### src/rtl/VX_gpu_pkg.sv
// rtl/VX_gpu_pkg.sv - shared types and constants for the SIMT core scheduler
package VX_gpu_pkg;

    localparam int XLEN = 32;
    localparam logic [XLEN-1:0] IRQC_ISR_PC_DEFAULT = 32'h8000_0000;

    typedef enum logic [2:0] {
        IRQC_IDLE        = 3'd0,
        IRQC_WAIT        = 3'd1,
        IRQC_PC_SWAP     = 3'd2,
        IRQC_WAIT_ISR    = 3'd3,
        IRQC_REVERT_WARP = 3'd4
    } irqc_state_t;

endpackage

### src/rtl/vx_interrupt_controller.sv
// rtl/vx_interrupt_controller.sv - thread-transfer sequencer between the scalar core and the TTU
module vx_interrupt_controller
    import VX_gpu_pkg::*;
#(
    parameter int THREAD_CNT       = 4,
    parameter int WARP_CNT         = 4,
    parameter int WARP_CNT_WIDTH   = (WARP_CNT > 1) ? $clog2(WARP_CNT) : 1,
    parameter int THREAD_CNT_WIDTH = (THREAD_CNT > 1) ? $clog2(THREAD_CNT) : 1,
    parameter logic [XLEN-1:0] ISR_PC = IRQC_ISR_PC_DEFAULT,
    parameter int WAIT_TIMEOUT     = 1024,
    parameter int XFER_CNT_W       = 16
) (
    input  logic                        clk,
    input  logic                        reset,
    input  logic                        irq_valid,
    output logic                        irq_ready,
    input  logic [WARP_CNT_WIDTH-1:0]   irq_wid,
    input  logic [THREAD_CNT_WIDTH-1:0] irq_tid,
    output logic                        resp_valid,
    output logic                        resp_ok,
    output irqc_state_t                 ttu_state,
    output logic [WARP_CNT_WIDTH-1:0]   ttu_wid,
    output logic [THREAD_CNT_WIDTH-1:0] ttu_tid,
    output logic [XLEN-1:0]             ttu_load_PC,
    output logic [THREAD_CNT-1:0]       ttu_load_tmask,
    output logic [WARP_CNT-1:0]         ttu_load_wmask,
    input  logic                        ttu_pipeline_drained,
    input  logic                        ttu_thread_found,
    input  logic [THREAD_CNT-1:0]       ttu_current_thread_mask,
    input  logic [XLEN-1:0]             ttu_current_PC,
    input  logic [WARP_CNT-1:0]         ttu_current_active_warps,
    input  logic                        ttu_ISR_done,
    output logic [XFER_CNT_W-1:0]       xfer_count
);

    localparam int TO_W = (WAIT_TIMEOUT > 2) ? $clog2(WAIT_TIMEOUT) : 1;
    localparam logic [TO_W-1:0] TO_LAST = TO_W'(WAIT_TIMEOUT - 1);

    irqc_state_t           state;
    logic [TO_W-1:0]       to_cnt;
    logic [XLEN-1:0]       saved_pc;
    logic [THREAD_CNT-1:0] saved_tmask;
    logic [WARP_CNT-1:0]   saved_wmask;

    assign irq_ready = (state == IRQC_IDLE);
    assign ttu_state = state;

    always_ff @(posedge clk) begin
        if (reset) begin
            state       <= IRQC_IDLE;
            to_cnt      <= '0;
            ttu_wid     <= '0;
            ttu_tid     <= '0;
            saved_pc    <= '0;
            saved_tmask <= '0;
            saved_wmask <= '0;
            xfer_count  <= '0;
            resp_valid  <= 1'b0;
            resp_ok     <= 1'b0;
        end else begin
            resp_valid <= 1'b0;
            resp_ok    <= 1'b0;
            case (state)
                IRQC_IDLE: begin
                    if (irq_valid) begin
                        ttu_wid <= irq_wid;
                        ttu_tid <= irq_tid;
                        // Out-of-range warp ids are refused without involving the TTU
                        if (32'(irq_wid) >= WARP_CNT) begin
                            resp_valid <= 1'b1;
                        end else begin
                            state  <= IRQC_WAIT;
                            to_cnt <= '0;
                        end
                    end
                end
                IRQC_WAIT: begin
                    if (ttu_pipeline_drained) begin
                        if (ttu_thread_found) begin
                            saved_pc    <= ttu_current_PC;
                            saved_tmask <= ttu_current_thread_mask;
                            saved_wmask <= ttu_current_active_warps;
                            state       <= IRQC_PC_SWAP;
                        end else begin
                            state      <= IRQC_IDLE;
                            resp_valid <= 1'b1;
                        end
                    end else if (to_cnt == TO_LAST) begin
                        state      <= IRQC_IDLE;
                        resp_valid <= 1'b1;
                    end else begin
                        to_cnt <= to_cnt + 1'b1;
                    end
                end
                IRQC_PC_SWAP: state <= IRQC_WAIT_ISR;
                IRQC_WAIT_ISR: begin
                    if (ttu_ISR_done) begin
                        state <= IRQC_REVERT_WARP;
                    end
                end
                IRQC_REVERT_WARP: begin
                    state      <= IRQC_IDLE;
                    resp_valid <= 1'b1;
                    resp_ok    <= 1'b1;
                    if (xfer_count != {XFER_CNT_W{1'b1}}) begin
                        xfer_count <= xfer_count + 1'b1;
                    end
                end
                default: state <= IRQC_IDLE;
            endcase
        end
    end

    always_comb begin
        ttu_load_PC    = '0;
        ttu_load_tmask = '0;
        ttu_load_wmask = '0;
        case (state)
            IRQC_PC_SWAP: ttu_load_PC = ISR_PC;
            IRQC_REVERT_WARP: begin
                ttu_load_PC    = saved_pc;
                ttu_load_tmask = saved_tmask;
                ttu_load_wmask = saved_wmask;
            end
            default: ;
        endcase
    end

endmodule

### config.mk
export PLATFORM = sky130hd
export DESIGN_NAME = vx_interrupt_controller
export DESIGN_NICKNAME = d
export VERILOG_FILES = /design/src/rtl/VX_gpu_pkg.sv /design/src/rtl/vx_interrupt_controller.sv
export SDC_FILE = /design/constraint.sdc
export NUM_CORES = 1
export LEC_CHECK = 0
export ABC_AREA = 1
export BUFFER_PORTS_ARGS = -buffer_cell sky130_fd_sc_hd__buf_2
export CAP_MARGIN = 10
export CORE_MARGIN = 2
export CORE_UTILIZATION = 54
export CTS_CLUSTER_SIZE = 10
export DETAILED_ROUTE_END_ITERATION = 12
export PLACE_DENSITY = 0.87
export SLEW_MARGIN = 20
export SYNTH_ARGS = -nofsm -noshare
export SYNTH_HDL_FRONTEND = slang
export SYNTH_SLANG_ARGS = --single-unit
### constraint.sdc
create_clock -name clk -period 4.45 [get_ports clk]
set_input_delay 0.2225 -clock clk [delete_from_list [all_inputs] [get_ports clk]]
set_output_delay 0.2225 -clock clk [all_outputs]
set_load 0.01 [all_outputs]
# Word level (Yosys, flattened, before mapping)
# Cells that the tools add are included.
# op_classes
div_mod_pow	0
mul	0
add_sub_neg	2
reduce_logical	7
n_eq_ne	11
bitwise_logic	0
magnitude_cmp	0
mux	18
n_shift	0
# ops
op	n
32-bit case mux with 2 select lines	1
10-bit 2-to-1 mux	3
10-bit case mux with 2 select lines	1
16-bit by 1-bit adder with 16-bit output (second input constant)	1
16-bit inequality test (second input constant)	1
3-bit 2-to-1 mux	4
3-bit case mux with 4 select lines	1
10-bit by 1-bit adder with 10-bit output (second input constant)	1
10-bit equality test (second input constant)	1
4-bit 2-to-1 mux	2
2-bit inequality test (second input constant)	4
3-bit by 2-bit equality test with 1-bit output (second input constant)	2
3-bit AND reduction	2
1-bit 2-to-1 mux	4
2-bit AND reduction	2
4-bit AND reduction	1
3-bit by 1-bit equality test with 1-bit output (second input constant)	1
3-bit equality test (second input constant)	1
3-bit logical NOT	1
3-bit inequality test (second input constant)	1
2-bit 2-to-1 mux	1
1-bit case mux with 2 select lines	1
2-bit nonzero test	1
# totals
latchBits	0
input_bits	50
mem_bits_ro	0
mem_bits_rw	0
memories	0
out_inout_bits	66
wordCells	48
regBits	75

# Depth between registers and ports, before layout
# Gate-level depths: netlist of the first run.
# depth
depth_word	4
mapped_depth	9
mapped_depth_nobuf	9

# Least setup slack after synthesis of the first run
# No wires, ideal clock.
# synth_timing
path_kind	register to register
start	register xfer_count[1]
end	register xfer_count[5]
setup_ps	136
path_slack_ps	2832
path_stages_with_launch	10
n_path_buf	1
synth_period_minus_slack_ps	1618
required_time_ps	4314
arrival_ps	1481
cell_sequence	dfxtp_1 ha_1 inv_1 nor2_4 nand2_2 nor2_1 nor2_2 buf_2 nand2_1 a21oi_2
# synth_between
elab_chain_cells	2
word_cells_on_any_way	3
cone_classes	1 x add/sub; 1 x eq/ne; 1 x reduce/logical
# synth_rtl
item	line_no	rtl
from (decl)	vx_interrupt_controller.sv:33	output logic [XFER_CNT_W-1:0] xfer_count
from (signal assigned)	vx_interrupt_controller.sv:106	xfer_count <= xfer_count + 1'b1;
branches (longest 2 deep; another with 16-bit by 1-bit adder with 16-bit output)	--	
# Several ways; the timed one is not identified.
# A chain may end at the register's enable or synchronous reset.

# Worst setup path in the final report of the first run
# layout_timing
start	register state[0], in the netlist ttu_state[0]
end	register saved_pc[0]
# layout_between
elab_chain_cells	2
# layout_rtl
item	line_no	rtl
from (decl)	vx_interrupt_controller.sv:39	irqc_state_t state;
from (signal assigned)	vx_interrupt_controller.sv:50	state <= IRQC_IDLE;
from (signal assigned)	vx_interrupt_controller.sv:72	state <= IRQC_WAIT;
from (signal assigned)	vx_interrupt_controller.sv:83	state <= IRQC_PC_SWAP;
3-bit by 1-bit equality test with 1-bit output	vx_interrupt_controller.sv:63	case (state)
3-bit AND reduction (no source line)	--	
to (signal assigned)	vx_interrupt_controller.sv:80	saved_pc <= ttu_current_PC;
to (decl)	vx_interrupt_controller.sv:41	logic [XLEN-1:0] saved_pc;
# Every way passes these cells.

==> results of run 1 <==
## stage by stage
step | power (mW) | instances
final | 1.41 | 702
after CTS | 1.42 | 702
after floorplan | 0.807 | 516
after detailed placement | 0.851 | 686
after global placement | 0.846 | 686
after global routing | 1.47 | 702
## kinds of logic after synthesis
| group | share of synthesized area, % |
|---|---|
| AOI/OAI and AO/OA | 17.9 |
| xor gates and xnor gates | 1.73 |
| adders and majority gates | 0.704 |
| buffers and inverters | 10.1 |
| DFF | 42.3 |
| and+or+nand+nor | 27.3 |
## sequential cells by signal (all words and copies together) (netlist names)
register,cells
ttu_state,3
resp_valid,1
to_cnt,10
saved_wmask,4
ttu_tid,2
saved_tmask,4
ttu_wid,2
saved_pc,32
xfer_count,16
resp_ok,1
## cell usage after synthesis (all sizes together)
library cell | n | area (um2)
clkbuf | 11 | 41.3
xnor2 | 4 | 35.0
xor2 | 3 | 26.3
ha | 2 | 25.0
o21bai | 2 | 15.0
nand3b | 1 | 7.51
nand4 | 6 | 37.5
nor3b | 3 | 22.5
a21oi | 65 | 363
dfxtp | 75 | 1500
o21ai | 49 | 257
nand2 | 101 | 392
inv | 68 | 255
nor2 | 86 | 350
nand3 | 24 | 130
buf | 12 | 63.8
nor3 | 4 | 31.3
## worst max-delay path, stage by stage, from the launching register on
cell and delay, ns:
sky130_fd_sc_hd__dfxtp_1 0.37, sky130_fd_sc_hd__inv_1 0.10, sky130_fd_sc_hd__nor3_4 0.21, sky130_fd_sc_hd__inv_2 0.14
sky130_fd_sc_hd__nor2_2 0.14, sky130_fd_sc_hd__clkinv_2 0.72, sky130_fd_sc_hd__o21ai_0 0.49, sky130_fd_sc_hd__a21oi_1 0.07
## power by group through the flow
| stage | combinational (mW) | clock, mW | sequential [mW] |
|---|---|---|---|
| 4_1_cts | 0.127 | 0.588 | 0.710 |
| 5_1_grt | 0.145 | 0.616 | 0.713 |
| 2_1_floorplan | 0.0821 | 0 | 0.725 |
| 3_5_place_dp | 0.126 | 0 | 0.725 |
| 6_report | 0.127 | 0.573 | 0.710 |
| 3_3_place_gp | 0.122 | 0 | 0.724 |
## final cells by class
type,count,share of cell area (%)
sequential,75,34.5
inverter,68,5.90
timing repair buffer,116,13.4
clock inverter,4,1.70
clock buffer,12,3.34
multi-input combinational,350,38.9
tap,77,2.22
## layer usage
layer	share of wire (%)	vias up	routed length, um
met5	0	-	0
met4	1.9	0	159
met3	5.3	17	442
met1	43	1624	3590
met2	49	96	4100
li1	-	1841	-
## worst min-delay path by stage
stage | from | to | slack, ns
after floorplan | ttu_current_PC[31] | saved_pc[31]$_SDFFE_PP0P_ | 0.36
after global placement | saved_pc[13]$_SDFFE_PP0P_ | saved_pc[13]$_SDFFE_PP0P_ | 0.44
after detailed placement | saved_pc[30]$_SDFFE_PP0P_ | saved_pc[30]$_SDFFE_PP0P_ | 0.44
after CTS | ttu_current_PC[31] | saved_pc[31]$_SDFFE_PP0P_ | 0.1
after global routing | ttu_current_PC[31] | saved_pc[31]$_SDFFE_PP0P_ | 0.12
final | ttu_current_PC[31] | saved_pc[31]$_SDFFE_PP0P_ | 0.11
==> key figures, run 1 <==
Power
  – LEAKAGE: 1.87 nW
  – Clock share of power: 40.7%
  – Part of the total power dissipated in sequential elements: 50.4%
  – Power per unit of standard cell area: 324 nW/um2
  – Combinational share of power: 9.0%
  – Internal power component: 1.08 mW
  – Switching power summed over all nets: 0.334 mW
  – Worst VDD drop: 0.000310 V
  – Switch share: 23.7%

Timing
  – Number of max-slew violations in the final report: 0
  – Setup TNS: 0 ns
  – Minimum clock period: 2.40 ns
  – Relative slew slack: 38.9%
  – Final worst setup slack: 2.05 ns
  – Worst slew pin tran: 0.916 ns
  – Final-report hold violation count: 0
  – Highest Clock Rate: 0.417 GHz
  – Worst hold margin: 0.112 ns
  – Final setup violating endpoints: 0
  – Setup repair after global routing missed its margin: false
  – Largest clock skew in the final design: 0.00932 ns
  – Final worst-path cycle share: 53.9%

Die
  – Placement Rows: 29
  – Top-level I/O count: 116
  – Die Height: 85.1 um
  – Die Span X: 85.1 um
  – Total die area: 7250 um2
  – Placeable core region: 6350 um2
  – Initial core utilization: 56.0%

Route
  – Starting DRT DRC Count: 218
  – Antenna viol nets, final: 0
  – Routed wire per std cell: 11.8 um
  – First-pass DRT Iterations: 4
  – Mean number of vias per cell: 5.10
  – Via count: 3578
  – Post-route DRC: 0
  – Total Wirelength: 8.29 mm

Outcome
  – Result of the run: completed

Critical path
  – Required time at the endpoint of the critical path: 4.65 ns
  – Startpoint-to-endpoint class of the critical path: flip-flop to flip-flop
  – Launching point of the worst reg2reg path: ttu_state[0]$_SDFFE_PP0P_
  – Setup crit start: ttu_state[0]$_SDFFE_PP0P_
  – Critical path capture point: saved_pc[0]$_SDFFE_PP0P_
  – Nature of the critical path startpoint: flip-flop
  – R2R Path End: saved_pc[0]$_SDFFE_PP0P_
  – Largest fanout on the critical path: 80
  – FF-to-FF setup slack: 2.05 ns
  – Nature of the critical path endpoint: flip-flop
  – Endpoint arrival time on the critical path: 2.60 ns
  – R2R cell count: 7

Clocking
  – Clock root buffer master: sky130_fd_sc_hd__clkbuf_8
  – Post_cts resized: 0
  – Number of clock sinks: 75
  – Quantity of hold-fixing buffers added after cts: 0
  – Post-CTS Setup Bufs: 0
  – Clock latency on the worst-skew pair: 0.34 ns
  – TritonCTS clock tree: done
  – Total clock buffers created by CTS: 9
  – Number of levels in the clock H-tree: 3
  – Maximum root-to-sink buffer count: 2
  – Clock Pin Slew Worst Setup and Hold Paths: 0.08 ns

GRT
  – Met3 routing resource usage after global routing: 6.32%
  – Maximum number of pins on one net before global-route repair: 81
  – Global-route met1 utilization: 29.1%
  – Global-route wire length before repair: 14.1 mm
  – Number of global-route vias before repair: 3366
  – Grt peak-use layer: met2
  – Overflow left after global routing: 0
  – Met2 Use GR: 38.9%
  – Number of antenna violations at the first check in global routing: 0
  – Overall routing resource usage: 23.7%

Job
  – Number of violations of the max-capacitance limit: 0

Final layout
  – Area of all placed cells without fillers: 4350 um2
  – Antenna cells: 0
  – Share of final-layout standard cells stronger than drive strength 1: 25.1%
  – Layout overhead on the synthesized area: 22.4%
  – Sequential Area: 1500 um2
  – Highest-count cells in the layout ignoring fill and taps: sky130_fd_sc_hd__buf_2 (115), sky130_fd_sc_hd__nand2_1 (98), sky130_fd_sc_hd__nor2_1 (79)
  – Number of fillers in the final layout: 533
  – Number of nets at the end of the flow: 672
  – Commonest non-fill, non-tap cell in the layout: sky130_fd_sc_hd__buf_2
  – Final standard cell utilization of the core: 68.5%
  – Multi-input combinational cell area: 1690 um2

Placed design
  – Routability congestion estimate from global placement: 0.827
  – Setup WS pre-CTS: 2.42 ns
  – Post-detail-place hpwl: 5.80 mm
  – Dpl cell area: 4130 um2
  – Number of I/O port buffers: 115

Synth
  – Proportion of synthesized chip area in sequential cells: 42.3%
  – Cells after Synth: 516
  – Number of flip-flops and latches in the synthesized netlist: 75
  – Yosys Warn Count: 0
  – Count of unique library cells instantiated by Yosys: 29
  – Area of the mapped netlist: 3550 um2
  – Synthesized netlist net count: 568
  – Post-Syn Area per Cell: 6.89 um2

Worst hold path
  – Hold Crit Class: input port to flip-flop
  – Depth of the worst hold-timing path: 3
Power figures use the tool's default switching activity.
==> run 2, diff against run 1 <==
- ABC_AREA: 1 -> 0
- CORE_UTILIZATION: 54 -> 45
- PLACE_DENSITY: 0.87 -> 0.79
- clock period: 4.45 -> 2.1 ns (I/O delays scaled with it)
==> run 2 against run 1 <==
  * Utilization decreased by 4.5 points
  * Sequential power rose by 110%
  * Critical path depth fell by 3
  * Sequential share of layout area is 2.2 points lower
  * Clock-buffer cell count stayed put
  * Via count is 1.0% higher
  * Register-to-register slack worse by 1.9 ns
  * Critical endpoint is now xfer_count[15]$_SDFFE_PP0P_
  * Largest cell class unchanged
  * Highest routed layer unchanged
==> key figures, run 2 <==
Placed design
  – Number of I/O port buffers: 115 (unchanged)
  – Post-detail-place hpwl: 6.08 mm (+4.8%)
  – Routability congestion estimate from global placement: 0.813 (-1.7%)

Final layout
  – Number of flip-flops under the largest register name: 32 (unchanged)
  – Highest-count cells in the layout ignoring fill and taps: sky130_fd_sc_hd__buf_2 (115), sky130_fd_sc_hd__nand2_1 (107), sky130_fd_sc_hd__dfxtp_1 (74)
  – Layout overhead on the synthesized area: 37.5%
  – Register with the highest flop count: saved_pc
  – Antenna cells: 0 (unchanged)
  – Number of fillers in the final layout: 639 (+20%)
  – Commonest non-fill, non-tap cell in the layout: sky130_fd_sc_hd__buf_2
  – Number of nets at the end of the flow: 629 (-6.4%)
  – Largest registers: saved_pc: 32 flops, xfer_count: 16 flops, to_cnt: 10 flops
  – Share of final-layout standard cells stronger than drive strength 1: 27.3% (+2.2 points)

Power
  – Combinational share of power: 9.9% (+0.9 points)
  – Switch share: 24.3% (+0.68 points)
  – Worst VDD drop: 0.000399 V (+29%)
  – Clock share of power: 38.9% (-1.8 points)
  – Part of the total power dissipated in sequential elements: 51.2% (+0.8 points)
  – LEAKAGE: 1.92 nW (+2.7%)
  – Internal power component: 2.17 mW (+100%)
  – Power per unit of standard cell area: 618 nW/um2 (+90%)
  – Switching power summed over all nets: 0.698 mW (+110%)

Synth
  – Synth area leader: sky130_fd_sc_hd__dfxtp_1
  – Synth cell count leaders: sky130_fd_sc_hd__nand2_1 (107), sky130_fd_sc_hd__dfxtp_1 (75), sky130_fd_sc_hd__a21oi_1 (59)
  – Area of the mapped netlist: 3380 um2 (-5.0%)
  – Synthesized netlist net count: 481 (-15%)
  – Dominant cells by area after synthesis: sky130_fd_sc_hd__dfxtp_1 (44%), sky130_fd_sc_hd__nand2_1 (12%), sky130_fd_sc_hd__a21oi_1 (8.7%), sky130_fd_sc_hd__and2_1 (7.4%), sky130_fd_sc_hd__clkbuf_1 (2.7%)
  – Proportion of netlist area held by the largest area contributor: 44.5% (+2.2 points)
  – Yosys Warn Count: 0 (unchanged)
  – Cells after Synth: 429 (-17%)
  – Number of flip-flops and latches in the synthesized netlist: 75 (unchanged)
  – Count of unique library cells instantiated by Yosys: 49 (+69%)
  – Count leader, synth: sky130_fd_sc_hd__nand2_1
  – Post-synth ARST share: 0% (unchanged)
  – Count of flip-flops with a built-in enable after synthesis: 0 (unchanged)
  – Proportion of synthesized chip area in sequential cells: 44.5% (+2.2 points)
  – Post-Syn Area per Cell: 7.87 um2 (+14%)
  – Leading register cell type out of synthesis: sky130_fd_sc_hd__dfxtp_1

Outcome
  – Result of the run: completed

Route
  – Routed wire per std cell: 13.9 um (+18%)
  – Antenna viol nets, final: 0 (unchanged)
  – Starting DRT DRC Count: 132 (-39%)
  – First-pass DRT Iterations: 4 (unchanged)
  – Post-route DRC: 0 (unchanged)
  – Mean number of vias per cell: 5.31 (+4.1%)
  – Via count: 3615 (+1.0%)
  – Total Wirelength: 9.49 mm (+14%)

Timing
  – Worst hold margin: 0.0123 ns (-0.0993 ns)
  – Highest Clock Rate: 0.520 GHz (+25%)
  – Final worst-path cycle share: 91.6% (+38 points)
  – Largest clock skew in the final design: 0.0106 ns (+0.00129 ns)
  – Setup repair after global routing missed its margin: false
  – Relative slew slack: 64.6% (+26 points)
  – Worst slew pin tran: 0.527 ns (-0.389 ns)
  – Final-report hold violation count: 0 (unchanged)
  – Number of max-slew violations in the final report: 0 (unchanged)
  – Setup TNS: 0 ns (unchanged)
  – Final setup violating endpoints: 0 (unchanged)
  – Minimum clock period: 1.92 ns (-0.476 ns)

Clocking
  – Clock Pin Slew Worst Setup and Hold Paths: 0.08 ns (about the same)
  – TritonCTS clock tree: done
  – Total clock buffers created by CTS: 9 (unchanged)
  – Number of levels in the clock H-tree: 3 (unchanged)
  – Clock root buffer master: sky130_fd_sc_hd__clkbuf_8
  – Clock latency on the worst-skew pair: 0.34 ns (about the same)
  – Maximum root-to-sink buffer count: 2 (unchanged)
  – Post-CTS Setup Bufs: 0 (unchanged)
  – Number of clock sinks: 75 (unchanged)

GRT
  – Met2 Use GR: 39.6% (+0.69 points)
  – Met3 routing resource usage after global routing: 5.76% (-0.56 points)
  – Number of global-route vias before repair: 3335 (-0.92%)
  – Overflow left after global routing: 0 (unchanged)
  – Maximum number of pins on one net before global-route repair: 41 (-49%)
  – Global-route met1 utilization: 25.9% (-3.2 points)
  – Grt peak-use layer: met2
  – Number of antenna violations at the first check in global routing: 0 (unchanged)
  – Overall routing resource usage: 22.6% (-1.1 points)
  – Global-route wire length before repair: 15.2 mm (+7.8%)

Critical path
  – CP Cell Sequence: or3b_4, or4_4, nor4_2, mux2_2
  – Endpoint arrival time on the critical path: 2.16 ns (-0.44 ns)
  – Nature of the critical path startpoint: flip-flop
  – Startpoint-to-endpoint class of the critical path: flip-flop to flip-flop
  – R2R cell count: 4 (-3)
  – Slowest stage cell, crit path: sky130_fd_sc_hd__or4_4
  – Nature of the critical path endpoint: flip-flop
  – Required time at the endpoint of the critical path: 2.34 ns (-2.31 ns)
  – Largest fanout on the critical path: 7 (-91%)
  – Largest incremental delay on the critical path: 0.47 ns (-0.25 ns)

Die
  – Die Span X: 90.6 um (+6.5%)
  – Total die area: 8210 um2 (+13%)
  – Top-level I/O count: 116 (unchanged)
  – Die Height: 90.6 um (+6.5%)
  – Initial core utilization: 46.6% (-9.4 points)
  – Placeable core region: 7250 um2 (+14%)
  – Placement Rows: 31 (+6.9%)

Worst hold path
  – Hold Crit Class: input port to flip-flop
  – Depth of the worst hold-timing path: 3 (unchanged)

Job
  – Number of violations of the max-capacitance limit: 0 (unchanged)
[run 2: cell count changes in the layout (fill, tap and decap cells not counted), moves of 7 or more]
| cell | previous run | this run |
|---|---|---|
| sky130_fd_sc_hd__a21oi_2 | 10 | 0 |
| sky130_fd_sc_hd__nand2_1 | 98 | 107 |
| sky130_fd_sc_hd__or3_1 | 0 | 7 |
| sky130_fd_sc_hd__inv_1 | 65 | 3 |
| sky130_fd_sc_hd__dlygate4sd3_1 | 0 | 33 |
| sky130_fd_sc_hd__o21ai_0 | 28 | 9 |
| sky130_fd_sc_hd__o21ai_1 | 20 | 0 |
| sky130_fd_sc_hd__nand3_1 | 22 | 14 |
| sky130_fd_sc_hd__buf_4 | 1 | 15 |
| sky130_fd_sc_hd__and2_1 | 0 | 40 |
| sky130_fd_sc_hd__nor2_1 | 79 | 10 |
[run 2: worst paths after layout]
kind	slack, ns	endpoint	startpoint
setup / recovery	0.18	xfer_count[15]$_SDFFE_PP0P_	ttu_state[1]$_SDFFE_PP0P_
hold / removal	0.01	saved_pc[22]$_SDFFE_PP0P_	ttu_current_PC[22]
setup reg to reg	0.18	xfer_count[15]$_SDFFE_PP0P_	ttu_state[1]$_SDFFE_PP0P_
hold reg to reg	0.45	saved_pc[2]$_SDFFE_PP0P_	saved_pc[2]$_SDFFE_PP0P_
[run 2: power by group through the flow]
stage	combinational, mW	sequential [mW]	clock [mW]
finish	0.285	1.47	1.12
global route	0.313	1.47	1.21
CTS	0.278	1.47	1.14
detailed placement	0.233	1.50	0
global placement	0.227	1.50	0
floorplan	0.129	1.50	0
[run 2: layout make-up]
type                            count  area [um2]  area share (%)
Clock inverter                      4        50.0            1.08
Tap cell                           99         124            2.67
Clock buffer                       12         145            3.13
Timing Repair Buffer              164        1040            22.4
Multi-Input combinational cell    324        1770            38.2
Inverter                            3        11.3           0.243
Sequential cell                    75        1500            32.4
[run 2: metal layers]
| layer | share of wire [%] | wire (um) |
|---|---|---|
| met1 | 42 | 4020 |
| met2 | 50 | 4710 |
| met3 | 5.0 | 474 |
| met4 | 3.0 | 286 |
| met5 | 0 | 0 |
[run 2: repair_timing]
action	in CTS	in global routing
endpoints found under the hold margin	31	2
resized for setup	0	1
setup endpoints to repair	0	3
hold buffers	31	2
[run 2: metrics by stage]
step	util (%)	power, mW	worst slack (ns)	cell area, um2	cells
5_1_grt	64.0	2.99	0.0789	4640	681
3_3_place_gp	56.7	1.73	0.183	4110	632
4_1_cts	63.6	2.88	0.131	4610	679
6_report	64.0	2.87	0.175	4640	681
3_5_place_dp	56.7	1.73	0.150	4110	632
2_1_floorplan	-	1.63	0.00343	3390	429
[run 2: cell families after synthesis]
family / share of synthesized area, %
simple gates: 33.3
mux: 1.30
flops: 44.5
compound gates: 16.3
buf+inv: 3.63
fa+ha+maj: 0.741
xor+xnor: 0.259
[run 2: worst max-delay path: cells and delay by family, from the launching register on]
| family | cells | cell delay (ns) |
|---|---|---|
| multiplexers | 1 | 0.36 |
| AND/OR/NAND/NOR | 3 | 1.16 |
| flip-flops | 1 | 0.32 |
==> run 3, diff against run 2 <==
- PLACE_DENSITY: 0.79 -> 0.76
- clock period: 2.1 -> 1.8 ns (I/O delays scaled with it)
==> run 3 against run 2 <==
  * The run now ends with setup timing left
  * Sequential cell count unchanged
  * Global-route usage up 2.0 points
  * Utilization up 10 points
  * Final area up 16%
  * Worst hold slack worse by 0.00077 ns
  * Critical path type is now flip-flop to output port
==> key figures, run 3 (synthesis gave the netlist of run 2 again) <==
Outcome
  – Result of the run: finished with violations
  – Violated checks: setup timing

Route
  – Antenna viol nets, final: 0 (unchanged)
  – Routed wire per std cell: 15.7 um (+13%)
  – Mean number of vias per cell: 5.43 (+2.3%)
  – First-pass DRT Iterations: 5 (+1)
  – Starting DRT DRC Count: 150 (+14%)
  – Post-route DRC: 0 (unchanged)
  – Via count: 3976 (+10%)
  – Total Wirelength: 11.5 mm (+21%)

Timing
  – Worst hold margin: 0.0115 ns (-0.000765 ns)
  – Final worst setup slack: -0.0600 ns (-0.235 ns)
  – Final worst-path cycle share: 103%
  – Final-report hold violation count: 0 (unchanged)
  – Relative slew slack: 55.6% (-9.0 points)
  – Highest Clock Rate: 0.538 GHz
  – Minimum clock period: 1.86 ns
  – Worst slew pin tran: 0.666 ns (+0.139 ns)
  – Number of max-slew violations in the final report: 0 (unchanged)
  – Final setup violating endpoints: 10 (+10)
  – Largest clock skew in the final design: 0.00776 ns (-0.00285 ns)
  – Setup repair after global routing missed its margin: true
  – Setup TNS: -0.259 ns (-0.259 ns)

Final layout
  – Antenna cells: 0 (unchanged)
  – Register with the highest flop count: saved_pc
  – Area of all placed cells without fillers: 5400 um2 (+16%)
  – Final standard cell utilization of the core: 74.5% (+10 points)
  – Number of flip-flops under the largest register name: 32 (unchanged)
  – Layout overhead on the synthesized area: 59.9%
  – Highest-count cells in the layout ignoring fill and taps: sky130_fd_sc_hd__nand2_1 (107), sky130_fd_sc_hd__buf_2 (103), sky130_fd_sc_hd__dfxtp_1 (70)
  – Share of final-layout standard cells stronger than drive strength 1: 35.7% (+8.4 points)
  – Largest registers: saved_pc: 32 flops, xfer_count: 16 flops, to_cnt: 10 flops
  – Number of nets at the end of the flow: 680 (+8.1%)
  – Commonest non-fill, non-tap cell in the layout: sky130_fd_sc_hd__nand2_1
  – Number of fillers in the final layout: 546 (-15%)

Placed design
  – Number of I/O port buffers: 115 (unchanged)
  – Routability congestion estimate from global placement: 0.832 (+2.4%)
  – Post-detail-place hpwl: 6.28 mm (+3.4%)
  – Dpl cell area: 4270 um2 (+3.9%)

Clocking
  – Clock root buffer master: sky130_fd_sc_hd__clkbuf_8
  – Clock Pin Slew Worst Setup and Hold Paths: 0.08 ns (about the same)
  – Number of levels in the clock H-tree: 3 (unchanged)
  – Maximum root-to-sink buffer count: 2 (unchanged)
  – TritonCTS clock tree: done
  – Clock latency on the worst-skew pair: 0.35 ns (about the same)
  – Total clock buffers created by CTS: 9 (unchanged)
  – Number of clock sinks: 75 (unchanged)

Die
  – Total die area: 8210 um2 (unchanged)
  – Initial core utilization: 46.6% (unchanged)
  – Top-level I/O count: 116 (unchanged)
  – Die Height: 90.6 um (unchanged)
  – Placement Rows: 31 (unchanged)
  – Die Span X: 90.6 um (unchanged)
  – Placeable core region: 7250 um2 (unchanged)

GRT
  – Maximum number of pins on one net before global-route repair: 41 (unchanged)
  – Number of antenna violations at the first check in global routing: 0 (unchanged)
  – Overall routing resource usage: 24.6% (+2.0 points)
  – Global-route wire length before repair: 16.6 mm (+9.2%)
  – Number of global-route vias before repair: 3730 (+12%)
  – Overflow left after global routing: 0 (unchanged)

Critical path
  – Nature of the critical path endpoint: output port
  – Setup crit start: ttu_state[1]$_SDFFE_PP0P_
  – Required time at the endpoint of the critical path: 1.71 ns (-0.63 ns)
  – Largest fanout on the critical path: 9 (+2)
  – R2R Path End: xfer_count[9]$_SDFFE_PP0P_
  – Nature of the critical path startpoint: flip-flop
  – Launching point of the worst reg2reg path: ttu_state[1]$_SDFFE_PP0P_
  – Critical path capture point: ttu_load_tmask[0]
  – Endpoint arrival time on the critical path: 1.77 ns (-0.39 ns)
  – Startpoint-to-endpoint class of the critical path: flip-flop to output port
  – FF-to-FF setup slack: -0.05 ns (-0.23 ns)
  – R2R cell count: 5 (+1)

Worst hold path
  – Hold Crit Class: input port to flip-flop
  – Depth of the worst hold-timing path: 3 (unchanged)

Job
  – Number of violations of the max-capacitance limit: 0 (unchanged)

Power
  – Power per unit of standard cell area: 680 nW/um2 (+10%)
  – Worst VDD drop: 0.000440 V (+10%)
  – LEAKAGE: 2.26 nW (+18%)
  – Total power: 3.68 mW (+28%)
==> run 3: cell count changes in the layout (fill, tap and decap cells not counted), sizes merged <==
cell	before	now
clkinvlp	2	1
buf	131	168
bufinv	1	3
clkbuf	12	13
dlygate4sd3	33	44
inv	3	4
==> run 3: through the flow <==
stage                     instances  setup slack, ns
after floorplan                 429           -0.297
after global placement          651          -0.0627
after detailed placement        651           -0.108
after CTS                       715          -0.0208
after global routing            732           -0.129
final                           732          -0.0600
==> run 3: critical path, cell delays in order, from the launching register on <==
cell and delay, ns:
sky130_fd_sc_hd__dfxtp_2 0.33, sky130_fd_sc_hd__buf_6 0.13, sky130_fd_sc_hd__nor3b_4 0.22, sky130_fd_sc_hd__buf_6 0.17
sky130_fd_sc_hd__clkbuf_16 0.15, sky130_fd_sc_hd__buf_8 0.12, sky130_fd_sc_hd__and2_1 0.15, sky130_fd_sc_hd__buf_2 0.14
==> run 3: area by class of cell <==
type | instances | area, um2 | area share, %
Inverter | 3 | 11.3 | 0.208
Multi-Input combinational cell | 324 | 1880 | 34.7
Timing Repair Buffer | 215 | 1640 | 30.4
Tap cell | 99 | 124 | 2.29
Clock inverter | 6 | 111 | 2.06
Clock buffer | 10 | 128 | 2.36
Sequential cell | 75 | 1510 | 27.9
==> run 3: where the power goes <==
| group | switching (mW) | internal (mW) | leakage [nW] |
|---|---|---|---|
| Sequential | 0.0180 | 1.69 | 0.609 |
| Combinational | 0.193 | 0.200 | 1.53 |
| Clock | 0.646 | 0.924 | 0.117 |
==> run 3: what timing repair did <==
item / CTS / global route
endpoints found under the hold margin: 44 / 0
resized for setup: 16 / 44
buffers inserted: 4 / 15
pin swaps: 2 / 12
hold buffers: 44 / 0
cloned: 0 / 3
setup endpoints to repair: 39 / 49
==> run 3: worst min path at each step <==
stage                                      from  slack (ns)                     endpoint
floorplan                     ttu_current_PC[0]        0.23     saved_pc[0]$_SDFFE_PP0P_
global placement    ttu_current_active_warps[3]        0.33  saved_wmask[3]$_SDFFE_PP0P_
detailed placement   ttu_current_thread_mask[3]        0.34  saved_tmask[3]$_SDFFE_PP0P_
CTS                                ttu_ISR_done       0.004    ttu_state[2]$_SDFFE_PP0P_
global route                       ttu_ISR_done       0.002    ttu_state[2]$_SDFFE_PP0P_
finish                             ttu_ISR_done        0.01    ttu_state[2]$_SDFFE_PP0P_
==> run 3: metal layers <==
| layer | GRT usage, % | wire (um) | up-vias |
|---|---|---|---|
| met1 | 27.8 | 4470 | 1867 |
| met5 | 0 | 0 | - |
| met4 | 15.9 | 446 | 0 |
| met3 | 4.59 | 649 | 43 |
| met2 | 42.5 | 5960 | 184 |
| li1 | - | - | 1882 |
